<file path="config.mk">
export PLATFORM = sky130hd
export DESIGN_NAME = dispensador_entrega_flat
export DESIGN_NICKNAME = d
export VERILOG_FILES = /design/src/rtl/dispensador_entrega_if.sv /design/src/rtl/dispensador_entrega.sv /design/src/flat_wrapper.sv
export SDC_FILE = /design/constraint.sdc
export NUM_CORES = 1
export LEC_CHECK = 0
export ABC_AREA = 0
export BUFFER_PORTS_ARGS = -buffer_cell sky130_fd_sc_hd__buf_2
export CAP_MARGIN = 20
export CORE_AREA = 3 3 45 47
export DETAILED_ROUTE_END_ITERATION = 8
export DIE_AREA = 0 0 48 50
export GPL_TIMING_DRIVEN = 0
export HOLD_SLACK_MARGIN = 0.05
export PLACE_DENSITY = 0.79
export SYNTH_ARGS = -nofsm -noshare
export SYNTH_HDL_FRONTEND = slang
export SYNTH_SLANG_ARGS = --single-unit
</file>
<file path="constraint.sdc">
create_clock -name clk -period 2.34 [get_ports clk]
set_input_delay 0.351 -clock clk [delete_from_list [all_inputs] [get_ports clk]]
set_output_delay 0.351 -clock clk [all_outputs]
set_load 0.005 [all_outputs]
</file>
<file path="src/rtl/dispensador_entrega_if.sv">
// Handshake bundle between the vending FSM, the product motors and the coin ejector.
// The master side issues orders and acknowledges coins; the dispenser uses the slave side.
interface dispensador_entrega_if #(
  parameter int CAMBIO_W = 2
);
  logic                listo;
  logic [1:0]          producto;
  logic [CAMBIO_W-1:0] cambio;
  logic [2:0]          motor;
  logic                eject_req;
  logic                eject_val;
  logic                eject_ack;
  logic                busy;
  logic                hecho;
  logic                perdido;
  logic                error;

  modport master (
    output listo, producto, cambio, eject_ack,
    input  motor, eject_req, eject_val, busy, hecho, perdido, error
  );

  modport slave (
    input  listo, producto, cambio, eject_ack,
    output motor, eject_req, eject_val, busy, hecho, perdido, error
  );
endinterface

</file>
<file path="src/rtl/dispensador_entrega.sv">
// Delivery stage: runs the chosen product motor for a fixed time, then pays change greedily.
// Define DISP_TIMEOUT_EN to abandon a coin when the ejector does not acknowledge in time.
module dispensador_entrega #(
  parameter int MOTOR_CYCLES   = 8,
  parameter int CAMBIO_W       = 2,
  parameter int TIMEOUT_CYCLES = 15
) (
  input logic                  clk,
  input logic                  rst,
  dispensador_entrega_if.slave bus
);
  localparam int MC_W = $clog2(MOTOR_CYCLES + 1);
  localparam int TO_W = $clog2(TIMEOUT_CYCLES + 1);
  localparam logic [MC_W-1:0] MC_LOAD = MC_W'(MOTOR_CYCLES);
  localparam logic [TO_W-1:0] TO_LAST = TO_W'(TIMEOUT_CYCLES - 1);

  typedef enum logic [2:0] {IDLE, MOTOR, PAGA, ESPERA, FIN} state_t;

  state_t              state, state_n;
  logic [1:0]          prod_r, prod_n;
  logic [CAMBIO_W-1:0] rest_r, rest_n;
  logic [MC_W-1:0]     motor_cnt, motor_cnt_n;
  logic [TO_W-1:0]     wait_cnt, wait_cnt_n;
  logic [2:0]          motor_r, motor_n;
  logic                req_r, val_r, val_n;
  logic                busy_r, hecho_r;
  logic                perdido_r, perdido_n;
  logic                error_r, error_n;

  // Next state plus the next value of every registered output, so outputs leave flops directly.
  always_comb begin
    state_n     = state;
    prod_n      = prod_r;
    rest_n      = rest_r;
    motor_cnt_n = motor_cnt;
    wait_cnt_n  = wait_cnt;
    val_n       = val_r;
    error_n     = error_r;
    perdido_n   = perdido_r | (bus.listo & (state != IDLE));
    motor_n     = 3'b000;

    case (state)
      IDLE: begin
        if (bus.listo) begin
          prod_n = bus.producto;
          rest_n = bus.cambio;
          if (bus.producto != 2'b00) begin
            state_n     = MOTOR;
            motor_cnt_n = MC_LOAD;
          end else if (bus.cambio != '0) begin
            state_n = PAGA;
          end else begin
            state_n = FIN;
          end
        end
      end
      MOTOR: begin
        motor_cnt_n = motor_cnt - MC_W'(1);
        if (motor_cnt <= MC_W'(1)) state_n = PAGA;
      end
      PAGA: begin
        if (rest_r == '0) begin
          state_n = FIN;
        end else begin
          // Greedy: a 2-unit coin only when at least 2 units remain, so rest_r cannot underflow.
          val_n      = ({1'b0, rest_r} >= (CAMBIO_W + 1)'(2));
          wait_cnt_n = '0;
          state_n    = ESPERA;
        end
      end
      ESPERA: begin
        if (bus.eject_ack) begin
          rest_n  = rest_r - (val_r ? CAMBIO_W'(2) : CAMBIO_W'(1));
          state_n = PAGA;
        end else if (wait_cnt != TO_LAST) begin
          wait_cnt_n = wait_cnt + TO_W'(1);
        end
`ifdef DISP_TIMEOUT_EN
        else begin
          state_n = FIN;
          error_n = 1'b1;
        end
`endif
      end
      FIN: begin
        val_n   = 1'b0;
        state_n = IDLE;
      end
      default: state_n = IDLE;
    endcase

    if (state_n == MOTOR) begin
      case (prod_n)
        2'b01:   motor_n = 3'b001;
        2'b10:   motor_n = 3'b010;
        2'b11:   motor_n = 3'b100;
        default: motor_n = 3'b000;
      endcase
    end
  end

  always_ff @(posedge clk or posedge rst) begin
    if (rst) begin
      state     <= IDLE;
      prod_r    <= '0;
      rest_r    <= '0;
      motor_cnt <= '0;
      wait_cnt  <= '0;
      motor_r   <= '0;
      req_r     <= 1'b0;
      val_r     <= 1'b0;
      busy_r    <= 1'b0;
      hecho_r   <= 1'b0;
      perdido_r <= 1'b0;
      error_r   <= 1'b0;
    end else begin
      state     <= state_n;
      prod_r    <= prod_n;
      rest_r    <= rest_n;
      motor_cnt <= motor_cnt_n;
      wait_cnt  <= wait_cnt_n;
      motor_r   <= motor_n;
      req_r     <= (state_n == ESPERA);
      val_r     <= val_n;
      busy_r    <= (state_n != IDLE);
      hecho_r   <= (state_n == FIN);
      perdido_r <= perdido_n;
      error_r   <= error_n;
    end
  end

  assign bus.motor     = motor_r;
  assign bus.eject_req = req_r;
  assign bus.eject_val = val_r;
  assign bus.busy      = busy_r;
  assign bus.hecho     = hecho_r;
  assign bus.perdido   = perdido_r;
  assign bus.error     = error_r;
endmodule
</file>
<file path="src/flat_wrapper.sv">
// flat-port wrapper written by rule: the top's interface ports become plain ports
module dispensador_entrega_flat 
#(
  parameter int MOTOR_CYCLES   = 8,
  parameter int CAMBIO_W       = 2,
  parameter int TIMEOUT_CYCLES = 15
)
  (clk, rst, bus_listo, bus_producto, bus_cambio, bus_eject_ack, bus_motor, bus_eject_req, bus_eject_val, bus_busy, bus_hecho, bus_perdido, bus_error);
  dispensador_entrega_if #(.CAMBIO_W(CAMBIO_W)) bus_i ();
  input logic clk;
  input logic rst;
  input wire logic [$bits(bus_i.listo)-1:0] bus_listo;
  input wire logic [$bits(bus_i.producto)-1:0] bus_producto;
  input wire logic [$bits(bus_i.cambio)-1:0] bus_cambio;
  input wire logic [$bits(bus_i.eject_ack)-1:0] bus_eject_ack;
  output wire logic [$bits(bus_i.motor)-1:0] bus_motor;
  output wire logic [$bits(bus_i.eject_req)-1:0] bus_eject_req;
  output wire logic [$bits(bus_i.eject_val)-1:0] bus_eject_val;
  output wire logic [$bits(bus_i.busy)-1:0] bus_busy;
  output wire logic [$bits(bus_i.hecho)-1:0] bus_hecho;
  output wire logic [$bits(bus_i.perdido)-1:0] bus_perdido;
  output wire logic [$bits(bus_i.error)-1:0] bus_error;
  assign bus_i.listo = bus_listo;
  assign bus_i.producto = bus_producto;
  assign bus_i.cambio = bus_cambio;
  assign bus_i.eject_ack = bus_eject_ack;
  assign bus_motor = bus_i.motor;
  assign bus_eject_req = bus_i.eject_req;
  assign bus_eject_val = bus_i.eject_val;
  assign bus_busy = bus_i.busy;
  assign bus_hecho = bus_i.hecho;
  assign bus_perdido = bus_i.perdido;
  assign bus_error = bus_i.error;
  dispensador_entrega #(.MOTOR_CYCLES(MOTOR_CYCLES), .CAMBIO_W(CAMBIO_W), .TIMEOUT_CYCLES(TIMEOUT_CYCLES)) u_core (.clk(clk), .rst(rst), .bus(bus_i));
endmodule
</file>
==> results.md, run 1 <==
- Leakage: just over 0.5 nW
- Hold Violations, Final: 0
- ANT cells: 0
- Critical path's top delay family: simple AND/OR/NAND/NOR gates
- Routed WL: about 1800 µm
- PortBufs: 15
- Total of cells resized after clock tree synthesis: 0
- Period minus WS final: roughly 1.6 ns
- CTS max path bufs: 2
- Share of layout cells above drive strength 1: 0.232
- DPL Wire Length: 1350 µm
- Post-synth ARST share: 1.00
- Critical Path AT: roughly 1.8 ns
- First-pass GRT wire length: roughly 3100 µm
- Register area share after synthesis: 0.499
- Placed Instances: ~130
- Ports: 17
- Number of distinct library cells after synthesis: 30
- Core Area: between 0.0015 and 0.002 mm²
- Crit Path Category: reg -> reg
- H-Tree Depth: 1
- Number of DRC markers in iteration 0: 13
- Num Clock Sinks: 19
- Synth Instances: just over 90
- Worst Reg-to-Reg Cells: 5
- Die footprint: around 0.0024 mm²
- Num CTS Buffers: 3
- Worst vdd ir: ~700 µV
- Worst path required time: roughly 2.6 ns
- RSZ-0062 raised after global routing: false
- Vias in the first global route: approximately 720
- Worst slack, placed: roughly 0.76 ns
- Largest net degree at the start of global routing: 20
- HP Class: in -> async
- WL per Instance: 13.8 µm
- Nets: around 120
- Syn Std Cell Area: roughly 950 µm²
- Clock tree root buffer cell: clkbuf_4
- Maxcap violations: 0
- Reg2Reg Launch Point: u_core.state[2]
- Hold buffer count at cts: 0
- Setup bufs post-CTS: 0
- CTS tree: yes
- Final Skew: about 0.0070 ns
- Total GRT Usage: 0.181
- CP Capture Type: flop
- Drt first pass iters: 4
- Routed vias: between 700 and 800
- Fmax: between 600 and 700 MHz
- Crit path cell chain: buf_6 > nor4b_4 > mux2i_1 > inv_1 > nor3_1
- Yosys warnings: 0
- Die width: roughly 48 µm
- Area Growth Syn to Fin: 13.0%
- Max stage delay on crit path: 0.39 ns
- # rows: 15
- Yosys top cell area share: 0.499
- Gpl congestion: roughly 0.83
- Rel. slew slack: 0.549
- Initial antenna violation count: 0
- Sum of negative setup slack: 0 ns
- Slew @ Worst Pin: ~0.68 ns
- Top post-synthesis cells by area: dfrtp_1 50%, ha_1 3.9%, inv_1 3.5%
- Setup ws final: approximately 0.8 ns
- Post-route ant nets: 0
- Worst flop-to-flop path endpoint: u_core.bus.motor[1]
- EDFF count, synth: 0
- Crit Path Max Fanout: 9
- # DRC: 0
- Final max-slew violation count: 0
- Initial core utilization: 0.564
- Dominant cell type by area after synthesis: dfrtp_1
- Status: finished, final reports clean
- Synth Net Count: roughly 100
- Synth Register Bits: 19
- CP startpoint kind: flop
- Via/cell ratio: about 5.6
- Count of buffer and inverter cells on the critical path: 2
- Non-Filler Instances: about 130
- CP max stage cell: dfrtp_1
- Worst-Skew Late Latency: ~0.3 ns
- Worst-path clk slew: ~0.11 ns
- Power Dens Cells: 1270 mW/mm²
- Setup Viol. Count Final: 0
- Final Cycle Share: 0.668
- Die Span Y: roughly 50 µm
- # fillers: roughly 150
- Post-Syn Area per Cell: between 10 and 15 µm²
- Dominant synthesized flop cell: dfrtp_1
- Grt ovf: 0
- Reg2Reg Setup Slack: roughly 0.8 ns
==> stage by stage <==
| stage | total power, mW | utilization | instance area (µm²) | hold slack, ns |
|---|---|---|---|---|
| detailed placement | 1.21 | 0.621 | 1050 | 0.457 |
| CTS | 1.38 | 0.638 | 1080 | 0.152 |
| global placement | 1.18 | 0.621 | 1050 | 0.444 |
| floorplan | 1.04 | - | 953 | 0.302 |
| finish | 1.37 | 0.638 | 1080 | 0.129 |
| global route | 1.51 | 0.638 | 1080 | 0.171 |
==> cell usage after synthesis, types with 2 or more instances <==
master	number
o31ai_1	2
nand2_1	8
o32ai_1	2
o21ai_0	3
buf_2	2
o21a_1	4
nand2b_1	4
a21oi_1	4
o22ai_1	2
dfrtp_1	19
nand3b_1	3
nor2_1	4
inv_1	9
xnor2_1	2
nor3_1	5
ha_1	3
o211ai_1	3
mux2i_1	2
==> cells in the final DEF (no fill, tap or decap), types with 2 or more instances in the layout <==
master	Yosys	layout
a21oi_1	4	4
buf_2	2	17
clkbuf_4	0	3
dfrtp_1	19	19
ha_1	3	3
inv_1	9	9
mux2i_1	2	2
nand2_1	8	8
nand2b_1	4	4
nand3b_1	3	3
nor2_1	4	4
nor3_1	5	5
o211ai_1	3	3
o21a_1	4	4
o21ai_0	3	3
o22ai_1	2	2
o31ai_1	2	2
o32ai_1	2	2
xnor2_1	2	2
==> flip-flops by register name, summed over array words and instances, names as in the netlist <==
name,flops
u_core.state,3
u_core.rest_r,2
u_core.bus.motor,3
u_core.bus.busy,1
u_core.motor_cnt,4
u_core.bus.hecho,1
u_core.bus.eject_val,1
u_core.bus.eject_req,1
u_core.prod_r,2
u_core.bus.perdido,1
==> metal layers <==
metal,wire length [µm],part of all wire,GRT usage
met5,0,0,0
met4,16,0.0090,0.0673
met3,87,0.049,0.0438
met2,894,0.50,0.280
met1,776,0.44,0.238
==> cell families after synthesis <==
group / synth area share
buffers and inverters: 0.0656
adder cells (fa/ha/maj): 0.0394
XOR/XNOR: 0.0276
AND/OR/NAND/NOR: 0.167
multiplexers: 0.0210
other: 0.00393
AO/OA/AOI/OAI: 0.177
flip-flops: 0.499
==> worst max path at each step <==
stage / from / depth (start not counted) / end
finish: u_core.state[2] / 5 / u_core.bus.motor[1]
global route: u_core.state[2] / 5 / u_core.bus.motor[1]
CTS: u_core.state[2] / 5 / u_core.bus.motor[1]
detailed placement: u_core.state[2] / 5 / u_core.bus.motor[1]
global placement: u_core.state[0] / 4 / u_core.bus.motor[1]
floorplan: u_core.state[2] / 5 / u_core.bus.motor[1]
==> layout make-up <==
class | count | area, µm² | area share
Tap cell | 17 | 21.3 | 0.0197
Inverter | 9 | 33.8 | 0.0314
Multi-Input combinational cell | 61 | 415 | 0.386
Sequential cell | 19 | 475 | 0.441
Clock buffer | 3 | 22.5 | 0.0209
Timing Repair Buffer | 15 | 75.1 | 0.0697
Buffer | 4 | 28.8 | 0.0267
Clock inverter | 1 | 5.00 | 0.00465
==> report_power, final <==
part           switching, mW  internal [mW]  leakage (nW)
clock network          0.102         0.0636        0.0177
registers             0.0953          0.465         0.228
logic                  0.362          0.283         0.272
total                  0.559          0.812         0.518
No activity file was read; power rests on OpenSTA's default activity.
==> run 2, diff against run 1 <==
--- a/config.mk
+++ b/config.mk
@@ -8,12 +8,12 @@
 export ABC_AREA = 0
 export BUFFER_PORTS_ARGS = -buffer_cell sky130_fd_sc_hd__buf_2
 export CAP_MARGIN = 20
-export CORE_AREA = 3 3 45 47
+export CORE_AREA = 3 3 49 51
 export DETAILED_ROUTE_END_ITERATION = 8
-export DIE_AREA = 0 0 48 50
+export DIE_AREA = 0 0 52 54
 export GPL_TIMING_DRIVEN = 0
 export HOLD_SLACK_MARGIN = 0.05
-export PLACE_DENSITY = 0.79
+export PLACE_DENSITY = 0.7
 export SYNTH_ARGS = -nofsm -noshare
 export SYNTH_HDL_FRONTEND = slang
 export SYNTH_SLANG_ARGS = --single-unit
==> constraint.sdc (replaced) <==
create_clock -name clk -period 1.38 [get_ports clk]
set_input_delay 0.207 -clock clk [delete_from_list [all_inputs] [get_ports clk]]
set_output_delay 0.207 -clock clk [all_outputs]
set_load 0.005 [all_outputs]
==> run 2 against run 1 <==
Against the previous run: the run now ends with setup timing left; cell count grew 19%; critical path type unchanged; die area is 17% higher; worst hold slack better by 0.032 ns; count of clock-buffer cells in the layout did not move; clock power rose by 66%; total power rose by 110%; critical path depth unchanged.
==> results.md, run 2 (synthesis results as in run 1) <==
- Leakage: 0.607 nW (+17%)
- Critical Path AT: 1.69 ns (-0.10 ns)
- Drt first pass iters: 4 (unchanged)
- Initial antenna violation count: 0 (unchanged)
- Sum of negative setup slack: -0.230 ns (-0.230 ns)
- Grt met1 use: 0.210 (-0.0284)
- Area Growth Syn to Fin: 36.1%
- Setup Viol. Count Final: 6 (+6)
- Worst path required time: 1.60 ns (-0.97 ns)
- Crit Path Max Fanout: 5 (-4)
- Num Clock Sinks: 19 (unchanged)
- Non-Filler Instances: 153 (+19%)
- Ports: 17 (unchanged)
- Gpl congestion: 0.728 (-13%)
- Grt ovf: 0 (unchanged)
- Maxcap violations: 0 (unchanged)
- Final Cycle Share: 1.06 (+0.395)
- Die width: 52 µm (+8.3%)
- Final max-slew violation count: 0 (unchanged)
- Rel. slew slack: 0.533 (-0.0155)
- GR peak layer: met2
- HP Class: in -> reg
- Routed vias: 772 (+6.5%)
- Min Hold Slack: 0.161 ns (+0.0324 ns)
- Worst slack, placed: -0.182 ns (-0.942 ns)
- First-pass GRT wire length: 3150 µm (+0.45%)
- Crit path cell chain: nor4b_4 > buf_4 > mux2i_2 > inv_1 > nor3_2
- Share of layout cells above drive strength 1: 0.468 (+0.236)
- Largest net degree at the start of global routing: 20 (unchanged)
- Worst-path clk slew: 0.11 ns (about the same)
- Period minus WS final: 1.47 ns (-0.0959 ns)
- ANT cells: 0 (unchanged)
- Clock tree root buffer cell: clkbuf_4
- Worst-Skew Late Latency: 0.29 ns (about the same)
- Via/cell ratio: 5.05 (-10%)
- RSZ-0062 raised after global routing: true
- Area of the multi-input gates: 518 µm² (+25%)
- Number of DRC markers in iteration 0: 8 (-5)
- # fillers: 153 (unchanged)
- Max stage delay on crit path: 0.45 ns (+0.06 ns)
- Most frequent cells in the layout: 18 x dfrtp_1, 17 x buf_2, 15 x buf_4
- Biggest register: u_core.motor_cnt
- Worst vdd ir: 1330 µV (+92%)
- Status: finished, violations left
- Slew @ Worst Pin: 0.700 ns (+0.0232 ns)
- # DRC: 0 (unchanged)
- CP Capture Type: flop
- GR Util met3: 0.0332 (-0.0106)
- Met2 Resource Use GR: 0.224 (-0.0559)
- Final Skew: 0.00258 ns (-0.00444 ns)
- Num CTS Buffers: 3 (unchanged)
- Routed WL: 1880 µm (+6.0%)
- Die Span Y: 54 µm (+8.0%)
- Total GRT Usage: 0.152 (-0.0293)
- Power Dens Cells: 2200 mW/mm² (+73%)
- Placed Instances: 135 (+8.0%)
- CTS max path bufs: 2 (unchanged)
- Initial core utilization: 0.481 (-0.0834)
- CTS tree: yes
- Hold Violations, Final: 0 (unchanged)
- Nets: 138 (+11%)
- Storage cell area: 477 µm² (+0.26%)
- WL per Instance: 12.3 µm (-11%)
- PortBufs: 15 (unchanged)
- Vias in the first global route: 710 (-1.8%)
- Fmax: 682 MHz (+6.5%)
- Core Area: 0.00198 mm² (+17%)
- Post-route ant nets: 0 (unchanged)
- Die footprint: 0.00281 mm² (+17%)
- Max reg flops: 4 (unchanged)
- Leading cell type in the layout, fill and taps excluded: dfrtp_1
- Failing checks: setup timing
- CP startpoint kind: flop
- # rows: 16 (+1)
- CP max stage cell: dfrtp_2
- H-Tree Depth: 1 (unchanged)
- Crit Path Category: reg -> reg
- Setup ws final: -0.0869 ns (-0.864 ns)
## run 2: what timing repair did
item	in CTS	in global routing
pin swaps	4	8
resized for setup	4	20
endpoints found under the hold margin	19	0
hold buffers	1	0
endpoints found under the setup margin	11	14
buffers inserted	5	9
## run 2: critical path: cells and delay by family (launching register included)
family / cells / cell delay (ns)
buffers and inverters: 2 / 0.27
DFF: 1 / 0.45
and+or+nand+nor: 2 / 0.43
muxes: 1 / 0.24
## run 2: path summary, 6_finish.rpt
kind / slack (ns) / depth (start not counted) / to / from
max: -0.09 / 5 / u_core.bus.motor[1] / u_core.state[2]
min: 0.16 / 2 / u_core.state[2] / bus_cambio[1]
max reg2reg: -0.09 / 5 / u_core.bus.motor[1] / u_core.state[2]
min reg2reg: 0.47 / 1 / u_core.bus.perdido / u_core.bus.perdido
max in group asynchronous: 0.34 / 3 / u_core.state[2] / rst
min in group asynchronous: 0.56 / 3 / u_core.bus.motor[0] / rst
## run 2: where the power goes
group / switching, mW / total (mW) / internal, mW
registers: 0.174 / 0.964 / 0.790
logic: 0.799 / 1.62 / 0.819
clock network: 0.167 / 0.274 / 0.108
## run 2: layout make-up
type / count / share of cell area
Multi-Input combinational cell: 61 / 0.399
Sequential cell: 19 / 0.367
Clock inverter: 1 / 0.00386
Buffer: 3 / 0.0135
Timing Repair Buffer: 30 / 0.147
Clock buffer: 3 / 0.0174
Inverter: 9 / 0.0260
Tap cell: 27 / 0.0260
## run 2: metrics by stage
stage | cell area, µm² | util | power, mW
after floorplan | 953 | - | 1.76
after global placement | 1060 | 0.536 | 2.01
after detailed placement | 1060 | 0.536 | 2.04
after CTS | 1150 | 0.582 | 2.46
after global routing | 1300 | 0.655 | 3.10
final | 1300 | 0.655 | 2.86
## run 2: metal layers
layer | vias up | part of all wire
met4 | 0 | 0.0090
met1 | 367 | 0.48
met5 | - | 0
met2 | 13 | 0.47
li1 | 390 | -
met3 | 2 | 0.039
